## config.mk

```make
export PLATFORM = sky130hd
export DESIGN_NAME = axi_rr_master_arbiter
export DESIGN_NICKNAME = d
export VERILOG_FILES = /design/src/rtl/axi_rr_master_arbiter.sv
export SDC_FILE = /design/constraint.sdc
export NUM_CORES = 1
export LEC_CHECK = 0
export CORE_MARGIN = 2
export CORE_UTILIZATION = 49
export DETAILED_ROUTE_END_ITERATION = 7
export PLACE_DENSITY = 0.84
export SETUP_SLACK_MARGIN = 0.05
export SYNTH_ARGS = -nofsm -noshare
export SYNTH_HDL_FRONTEND = slang
export SYNTH_SLANG_ARGS = --single-unit
```

## constraint.sdc

```tcl
create_clock -name clk -period 7.5 [get_ports clk]
set_input_delay 1.125 -clock clk [delete_from_list [all_inputs] [get_ports clk]]
set_output_delay 1.125 -clock clk [all_outputs]
set_load 0.05 [all_outputs]
```

## src/rtl/axi_rr_master_arbiter.sv

```systemverilog
// N-master AXI arbiter: round-robin AW/AR grants that stay locked until their handshake,
// a write-order queue that steers W in AW order, and ID-decoded B/R demux selects.

// One address channel: round-robin pick, grant lock until handshake, pointer rotation.
module axi_rr_master_arbiter_chan #(
    parameter int N_MASTER = 4,
    parameter int SEL_W    = 2
) (
    input  logic                clk,
    input  logic                rst,
    input  logic [N_MASTER-1:0] i_valid,
    input  logic                i_ready,
    input  logic                i_block,
    output logic [SEL_W-1:0]    o_sel,
    output logic                o_grant_valid,
    output logic                o_hs
);

    typedef struct packed {
        logic             found;
        logic [SEL_W-1:0] idx;
    } pick_t;

    // First requester after ptr, wrapping modulo N_MASTER (need not be a power of two).
    function automatic pick_t rr_pick(input logic [N_MASTER-1:0] valid,
                                      input logic [SEL_W-1:0]    ptr);
        pick_t res;
        int    j;
        res = '0;
        for (int k = 1; k <= N_MASTER; k++) begin
            j = int'(ptr) + k;
            if (j >= N_MASTER) begin
                j = j - N_MASTER;
            end
            if (!res.found && valid[SEL_W'(j)]) begin
                res.found = 1'b1;
                res.idx   = SEL_W'(j);
            end
        end
        return res;
    endfunction

    logic [SEL_W-1:0] r_ptr;
    logic [SEL_W-1:0] r_sel;
    logic             r_lock;
    pick_t            w_pick;
    logic [SEL_W-1:0] w_sel;
    logic             w_grant_valid;
    logic             w_hs;

    assign w_pick = rr_pick(i_valid, r_ptr);

    always_comb begin
        // NOTE: defaults first so every path assigns both outputs; no latch is inferred.
        w_sel         = r_sel;
        w_grant_valid = 1'b0;
        if (r_lock) begin
            w_grant_valid = i_valid[r_sel];
        end else if (w_pick.found) begin
            w_sel         = w_pick.idx;
            w_grant_valid = ~i_block;
        end
    end

    assign w_hs = w_grant_valid & i_ready;

    // NOTE: sequential state uses non-blocking assignments only.
    always_ff @(posedge clk) begin
        if (rst) begin
            r_ptr  <= SEL_W'(N_MASTER - 1);
            r_sel  <= '0;
            r_lock <= 1'b0;
        end else begin
            r_sel <= w_sel;
            if (w_hs) begin
                r_ptr  <= w_sel;
                r_lock <= 1'b0;
            end else if (w_grant_valid) begin
                r_lock <= 1'b1;
            end
        end
    end

    assign o_sel         = w_sel;
    assign o_grant_valid = w_grant_valid;
    assign o_hs          = w_hs;

    // A locked grant never moves to another master.
    a_lock_holds_sel: assert property (@(posedge clk) disable iff (rst)
        r_lock |-> (w_sel == r_sel));

endmodule

module axi_rr_master_arbiter #(
    parameter  int N_MASTER = 4,
    parameter  int M_ID     = 2,
    parameter  int ID_W     = 8,
    parameter  int WQ_DEPTH = 4,
    localparam int SEL_W    = (N_MASTER > 1) ? $clog2(N_MASTER) : 1,
    localparam int CNT_W    = $clog2(WQ_DEPTH + 1)
) (
    input  logic                clk,
    input  logic                rst,
    input  logic [N_MASTER-1:0] m_wr_addr_valid,
    input  logic [N_MASTER-1:0] m_rd_addr_valid,
    input  logic                bus_wr_addr_ready,
    input  logic                bus_wr_data_valid,
    input  logic                bus_wr_data_ready,
    input  logic                bus_wr_data_last,
    input  logic                bus_rd_addr_ready,
    input  logic [ID_W-1:0]     bus_wr_back_id,
    input  logic [ID_W-1:0]     bus_rd_back_id,
    output logic [SEL_W-1:0]    wr_addr_master_sel,
    output logic                wr_addr_grant_valid,
    output logic [SEL_W-1:0]    wr_data_master_sel,
    output logic                wr_data_sel_valid,
    output logic [SEL_W-1:0]    wr_resp_master_sel,
    output logic                wr_resp_id_err,
    output logic [SEL_W-1:0]    rd_addr_master_sel,
    output logic                rd_addr_grant_valid,
    output logic [SEL_W-1:0]    rd_data_master_sel,
    output logic                rd_data_id_err,
    output logic [CNT_W-1:0]    wq_count
);

    localparam int QP_W = (WQ_DEPTH > 1) ? $clog2(WQ_DEPTH) : 1;

    function automatic logic [QP_W-1:0] wq_next(input logic [QP_W-1:0] p);
        return (int'(p) == WQ_DEPTH - 1) ? '0 : p + 1'b1;
    endfunction

    logic [SEL_W-1:0] w_aw_sel;
    logic             w_aw_grant_valid;
    logic             w_aw_hs;
    logic [SEL_W-1:0] w_ar_sel;
    logic             w_ar_grant_valid;
    logic             w_unused_ar_hs;
    logic             w_wq_full;
    logic             w_wq_nonempty;
    logic             w_push;
    logic             w_pop;

    logic [SEL_W-1:0] r_wq_mem [WQ_DEPTH];
    logic [QP_W-1:0]  r_wq_rd_ptr;
    logic [QP_W-1:0]  r_wq_wr_ptr;
    logic [CNT_W-1:0] r_wq_count;

    // A full write-order queue holds off new AW grants; AR has no such limit.
    axi_rr_master_arbiter_chan #(
        .N_MASTER (N_MASTER),
        .SEL_W    (SEL_W)
    ) u_aw_chan (
        .clk           (clk),
        .rst           (rst),
        .i_valid       (m_wr_addr_valid),
        .i_ready       (bus_wr_addr_ready),
        .i_block       (w_wq_full),
        .o_sel         (w_aw_sel),
        .o_grant_valid (w_aw_grant_valid),
        .o_hs          (w_aw_hs)
    );

    axi_rr_master_arbiter_chan #(
        .N_MASTER (N_MASTER),
        .SEL_W    (SEL_W)
    ) u_ar_chan (
        .clk           (clk),
        .rst           (rst),
        .i_valid       (m_rd_addr_valid),
        .i_ready       (bus_rd_addr_ready),
        .i_block       (1'b0),
        .o_sel         (w_ar_sel),
        .o_grant_valid (w_ar_grant_valid),
        .o_hs          (w_unused_ar_hs)
    );

    assign w_wq_full     = (r_wq_count == CNT_W'(WQ_DEPTH));
    assign w_wq_nonempty = (r_wq_count != '0);
    assign w_push        = w_aw_hs;
    assign w_pop         = bus_wr_data_valid & bus_wr_data_ready & bus_wr_data_last & w_wq_nonempty;

    always_ff @(posedge clk) begin
        if (rst) begin
            r_wq_rd_ptr <= '0;
            r_wq_wr_ptr <= '0;
            r_wq_count  <= '0;
            // NOTE: queue entries are cleared as well so no stale index survives a reset.
            for (int i = 0; i < WQ_DEPTH; i++) begin
                r_wq_mem[i] <= '0;
            end
        end else begin
            if (w_push) begin
                r_wq_mem[r_wq_wr_ptr] <= w_aw_sel;
                r_wq_wr_ptr           <= wq_next(r_wq_wr_ptr);
            end
            if (w_pop) begin
                r_wq_rd_ptr <= wq_next(r_wq_rd_ptr);
            end
            case ({w_push, w_pop})
                2'b10:   r_wq_count <= r_wq_count + 1'b1;
                2'b01:   r_wq_count <= r_wq_count - 1'b1;
                default: r_wq_count <= r_wq_count;
            endcase
        end
    end

    // Response routing comes straight from the master-index field of the returned ID.
    logic [SEL_W-1:0] w_wr_resp_idx;
    logic [SEL_W-1:0] w_rd_data_idx;
    logic             w_unused_id;

    assign w_wr_resp_idx  = bus_wr_back_id[M_ID +: SEL_W];
    assign w_rd_data_idx  = bus_rd_back_id[M_ID +: SEL_W];
    assign w_unused_id    = ^{bus_wr_back_id, bus_rd_back_id};

    assign wr_resp_id_err = (int'(w_wr_resp_idx) >= N_MASTER);
    assign rd_data_id_err = (int'(w_rd_data_idx) >= N_MASTER);

    assign wr_addr_master_sel  = rst ? '0 : w_aw_sel;
    assign wr_addr_grant_valid = ~rst & w_aw_grant_valid;
    assign rd_addr_master_sel  = rst ? '0 : w_ar_sel;
    assign rd_addr_grant_valid = ~rst & w_ar_grant_valid;
    assign wr_data_master_sel  = (rst || !w_wq_nonempty) ? '0 : r_wq_mem[r_wq_rd_ptr];
    assign wr_data_sel_valid   = w_wq_nonempty;
    assign wr_resp_master_sel  = (rst || wr_resp_id_err) ? '0 : w_wr_resp_idx;
    assign rd_data_master_sel  = (rst || rd_data_id_err) ? '0 : w_rd_data_idx;
    assign wq_count            = r_wq_count;

    a_count_in_range: assert property (@(posedge clk) disable iff (rst)
        r_wq_count <= CNT_W'(WQ_DEPTH));
    a_no_push_when_full: assert property (@(posedge clk) disable iff (rst)
        w_push |-> !w_wq_full);

endmodule

```

* Yosys cells after proc, flatten, opt, wreduce, memory -nomap -nowiden
Memories as Yosys holds them, arrays and structs flattened. A register that Yosys moved wholly into a read port is not among the register bits. Cells that the tools add are included.
Storage, ports and cells: memories kept 1, bits in registers 17, latch bits 0, output and inout bits 18, memory bits (writable) 8, ROM bits 0, bits of input ports 31
Operators by class: shift-type cells 0, add/subtract/negate cells 20, eq/ne operators 5, multipliers 0, bitwise logic cells 9, order comparisons 18, mux-type cells 70, reduce and logical (&&, ||, !) cells 19, divide/modulo/power cells 0
Memories:
- r_wq_mem | depth 4, width 2, rd ports 1, clocked after Yosys merged registers in 1, write ports 4, line 143 | logic [SEL_W-1:0] r_wq_mem [WQ_DEPTH];
Operator list (number):
- two-way mux 2 bit | 23
- < comparator 2 x 4 -> 1 bit (second input constant) | 8
- two-way mux 1 bit | 28
- two-way mux 3 bit | 8
- binary-select mux 1 bit (select 2 bit) | 10
- >= comparator 3 bit (second input constant) | 6
- subtractor 2 x 1 -> 2 bit (second input constant) | 8
- adder 2 x 2 -> 3 bit (second input constant) | 4
- adder 2 x 3 -> 4 bit (second input constant) | 2
- >= comparator 4 x 3 -> 1 bit (second input constant) | 2
- AND 1 bit | 7
- zero test 1 bit | 7
- adder 2 x 1 -> 3 bit (second input constant) | 2
- == test 2 x 1 -> 1 bit (second input constant) | 3
- logical AND 1 bit | 6
- < comparator 2 x 3 -> 1 bit (second input constant) | 2
- case mux 3 bit (2 select lines) | 1
- OR reduction 2 bit | 3
- adder 2 x 1 -> 2 bit (second input constant) | 2
- adder 3 x 1 -> 3 bit (second input constant) | 1
- == test 3 bit (second input constant) | 1
- nonzero test 3 bit | 1
- subtractor 3 x 1 -> 3 bit (second input constant) | 1
- == test 2 bit (second input constant) | 1
- other kinds (3) | 4

* Logic depth before layout (Yosys ltp)
depth after elaboration 24, depth in mapped cells 10

* Hierarchy
Synthesis repeated with hierarchy kept, for this count alone.
Second synthesis, totals: cells, all modules 178, area, all modules 1634.1 um^2
Modules (own cells, without submodules):
- axi_rr_master_arbiter | cells an instance 86, area each 873.3 um^2, times used 1
- axi_rr_master_arbiter_chan | cells an instance 46, area each 380.4 um^2, times used 2

* Least setup slack after synthesis
No wires, ideal clock.
path type input -> output, start point input rst, end point output wr_data_master_sel[0], cell stages on the path 3, data required time 6.375 ns, buffers on the path 2, arrival time 2.726 ns, setup slack 3.649 ns, path through clkbuf_1 > clkbuf_1 > nor3b_1
Between the ends: longest elaborated chain between the ends 2
Ends and longest elaborated chain:
- start, declared | line 103 | input logic rst,
- logical OR 1 bit | line 223 | assign wr_data_master_sel = (rst || !w_wq_nonempty) ? '0 : r_wq_mem[r_wq_rd_ptr];
- two-way mux 2 bit | line 223
- end, declared | line 115 | output logic [SEL_W-1:0] wr_data_master_sel,
No other way between the ends.

* Worst setup path after layout
start point input m_wr_addr_valid[2], end point output wr_addr_master_sel[1]
Between the ends: longest elaborated chain between the ends 16, elaborated cells on any way between the ends 25
Ends and longest elaborated chain:
- start, declared | line 104 | input logic [N_MASTER-1:0] m_wr_addr_valid,
- binary-select mux 1 bit (select 2 bit) | line 35 | if (!res.found && valid[SEL_W'(j)]) begin
- two-way mux 1 bit (not written as such) (2 in series) | line 35
- two-way mux 3 bit | line 35
- zero test 1 bit | line 35
- logical AND 1 bit | line 35
- two-way mux 3 bit | line 35
- zero test 1 bit | line 35
- logical AND 1 bit | line 35
- two-way mux 3 bit | line 35
- zero test 1 bit | line 35
- logical AND 1 bit | line 35
- two-way mux 3 bit * | line 35
- two-way mux 2 bit * | line 59 | end else if (w_pick.found) begin
- two-way mux 2 bit * | line 57 | if (r_lock) begin
- two-way mux 2 bit *
- end, declared | line 113 | output logic [SEL_W-1:0] wr_addr_master_sel,
Every way passes the cells marked *; elsewhere a longest branch is shown, timed or not. The select of a mux whose other input is x is not followed.

==> qor.yml <==
status: "finished clean"
fin_skew_ns: 0.005745
synth_cells: 164
ios: 49
synth_cell_types: 49
syn_avg_cell_area_um2: 9.415
power_density_nw_per_um2: 196.1
crit_chain: "clkdlybuf4s50_1 > and2b_2 > a21oi_1 > a21oi_1 > o31ai_1 > inv_1 > clkdlybuf4s50_1"
dr.pass1.iters: 5
maxCapViolCount: 0
synth_ff_type: "dfxtp_1"
first_iter_violations: 95
post_cts_buffers: 0
comb_power_share_pct: 36.1
fp-row-count: 20
wl_per_cell_um: 13.18
fmax_ghz: 0.2077
hold_viol_final: 0
slowest_delay_ns: 0.73
startpoint_type: "input pin"
synth_adder_area_share_pct: 3.728
p_clk_share_pct: 16.7
via_per_inst: 5.627
die_area_um2: 3616
areaGrowthSynthToFinish_pct: 25.12
crit_path_max_fanout: 7
coreArea_um2: 3028
clock_sinks: 27
cp_top_family: "buffers and inverters"
fillCellCount: 251
placed_cells: 237
p_int_uw: 239.7
synth_xor_area_share_pct: 1.135
cts_resized: 0
synth_top_family_by_area: "simple AND/OR/NAND/NOR gates"
grt-ovfl-total: 0
final_cell_count_no_fill: 241
synth_common_cells: "23 x nor2_1, 19 x dfxtp_1, 15 x a21oi_1"
final_nets: 233
fp.dieW_um: 60.14
switching_power_uw: 139.2
grt_pass1_vias: 1279
worstSetupEndpointType: "output pin"
synthArstFlopShare_pct: 0
leakagePower_uw: 0.0007434
antenna_found_initial: 0
num_vias: 1356
fin_setup_tns_ns: 0
finalSetupViolCount: 0
diodes: 0
critPathRequiredTime_ns: 6.38
synth_top_area_cell: "dfxtp_1"
power_frac_seq_pct: 47.2
maxSlewHeadroom_pct: 30.63
worstSkewPairLatency_ns: 0.33
critPathBufInv: 3
h-tree-depth: 1
p_sw_share_pct: 36.74
synth_most_common_cell: "nor2_1"
die_h_um: 60.14
path_clk_slew_ns: 0.14
yosys-top-cells-area: "dfxtp_1 25%, edfxtp_1 16%, mux4_2 5.8%"
post-route-period-util_pct: 64.21
grt_max_degree: 30
ctsRootBufferMaster: "clkbuf_4"
grt_first_pass_wirelength_mm: 5.395
start_util_pct: 50.99
hpwl_mm: 2.433
drive_above_1_share_pct: 9.645
synth-edff-count: 8
wl_mm: 3.177
path_class: "input pin to output pin"
cts_tree: "built"
antenna_left: 0
arrival_ns: 3.69
ys_seq_area_share_pct: 40.19
slowest_stage: "clkdlybuf4s50_1"
grt_setup_unrepaired: "no"
syn_area_um2: 1544
tightest_slew_ns: 1.037
finalWeightedCongestion: 0.9093
peakVddDrop_mv: 0.1026
synth_compound_area_share_pct: 16.69
synth_top_area_share_pct: 24.64
min_period_ns: 4.815
grtUsageTotal_pct: 19.41
hold_path.class: "register to register"
cts_hold_buf: 0
ys_warn_count: 0
drv_slew: 0
port_buffers: 34
clock_path_buffers: 2
synth_seq_cells: 27
drc_errors: 0
cts_made_buffers: 3
muxShareOfSynthArea_pct: 8.428
synth-simple-area-share_pct: 24.23
## sequential cells by signal (all words and copies together), names as in the netlist, named ones only
register          flops
r_wq_mem              8
wq_count              3
r_wq_rd_ptr           2
r_wq_wr_ptr           2
u_ar_chan.r_ptr       2
u_ar_chan.r_sel       2
u_aw_chan.r_ptr       2
u_aw_chan.r_sel       2
u_ar_chan.r_lock      1
u_aw_chan.r_lock      1
## metrics by stage
step	hold slack (ns)	setup WS, ns	instance area [um2]	util [%]	power (uW)
2_1_floorplan	0.4915	3.649	1548	-	275.8
3_3_place_gp	0.5227	2.731	1906	62.93	313.8
3_5_place_dp	0.5354	2.727	1906	62.93	318.8
4_1_cts	0.5566	2.696	1932	63.80	383.1
5_1_grt	0.6045	2.557	1932	63.80	400.9
6_report	0.5500	2.685	1932	63.80	378.8
## path summary, 6_finish.rpt
path,end,depth (start not counted),slack [ns],start
min,register,2,0.55,r_wq_rd_ptr[1]
max reg2reg,wq_count[2],9,4.66,u_aw_chan.r_sel[0]
max,wr_addr_master_sel[1],7,2.68,m_wr_addr_valid[2]
min reg2reg,register,2,0.55,r_wq_rd_ptr[1]
## power by group through the flow
stage                     logic (uW)  registers, uW  clock network [uW]
after global placement           133            181                   0
after detailed placement         137            182                   0
after CTS                        138            179                66.8
after floorplan                 90.4            185                   0
after global routing             149            181                71.5
final                            137            179                63.3
## routing by layer
| layer | track usage (%) | vias up | part of all wire (%) |
|---|---|---|---|
| met5 | 0 | - | 0 |
| met4 | 6.032 | 0 | 1.5 |
| met3 | 3.247 | 4 | 5.5 |
| met2 | 36.02 | 56 | 52 |
| met1 | 22.42 | 644 | 41 |
| li1 | - | 652 | - |
## layout make-up
cell class                      count  area, um2  area share, %
Multi-Input combinational cell    120      844.6          43.72
Sequential cell                    27      620.6          32.12
Timing Repair Buffer               34      340.3          17.62
Tap cell                           44      55.05          2.850
Inverter                           12      45.04          2.332
Clock buffer                        4      26.28          1.360
## cell usage in the layout, fill, tap and decap left out, types with 3 or more instances in the layout
master           count
a21oi_1             15
clkbuf_4             3
clkdlybuf4s50_1     34
dfxtp_1             19
edfxtp_1             8
ha_1                 3
inv_1               12
mux2i_1              4
mux4_2               4
nand2b_1             5
nor2_1              23
nor2b_1              5
nor3_1               5
nor3b_1              3
nor4_1               6
o21ai_0              6
o31ai_1              3
## tightest hold or removal path, stage by stage, from the launching register on
cell and delay (ns):
dfxtp_1 0.34, mux2i_1 0.12, nor2_1 0.06
## cell families after synthesis
logic type,after synthesis
simple gates,66
compound gates,38
flops,27
buf+inv,18
mux,8
fa+ha+maj,4
xor+xnor,2
other cells,1
(Power assumes the default switching activity.)
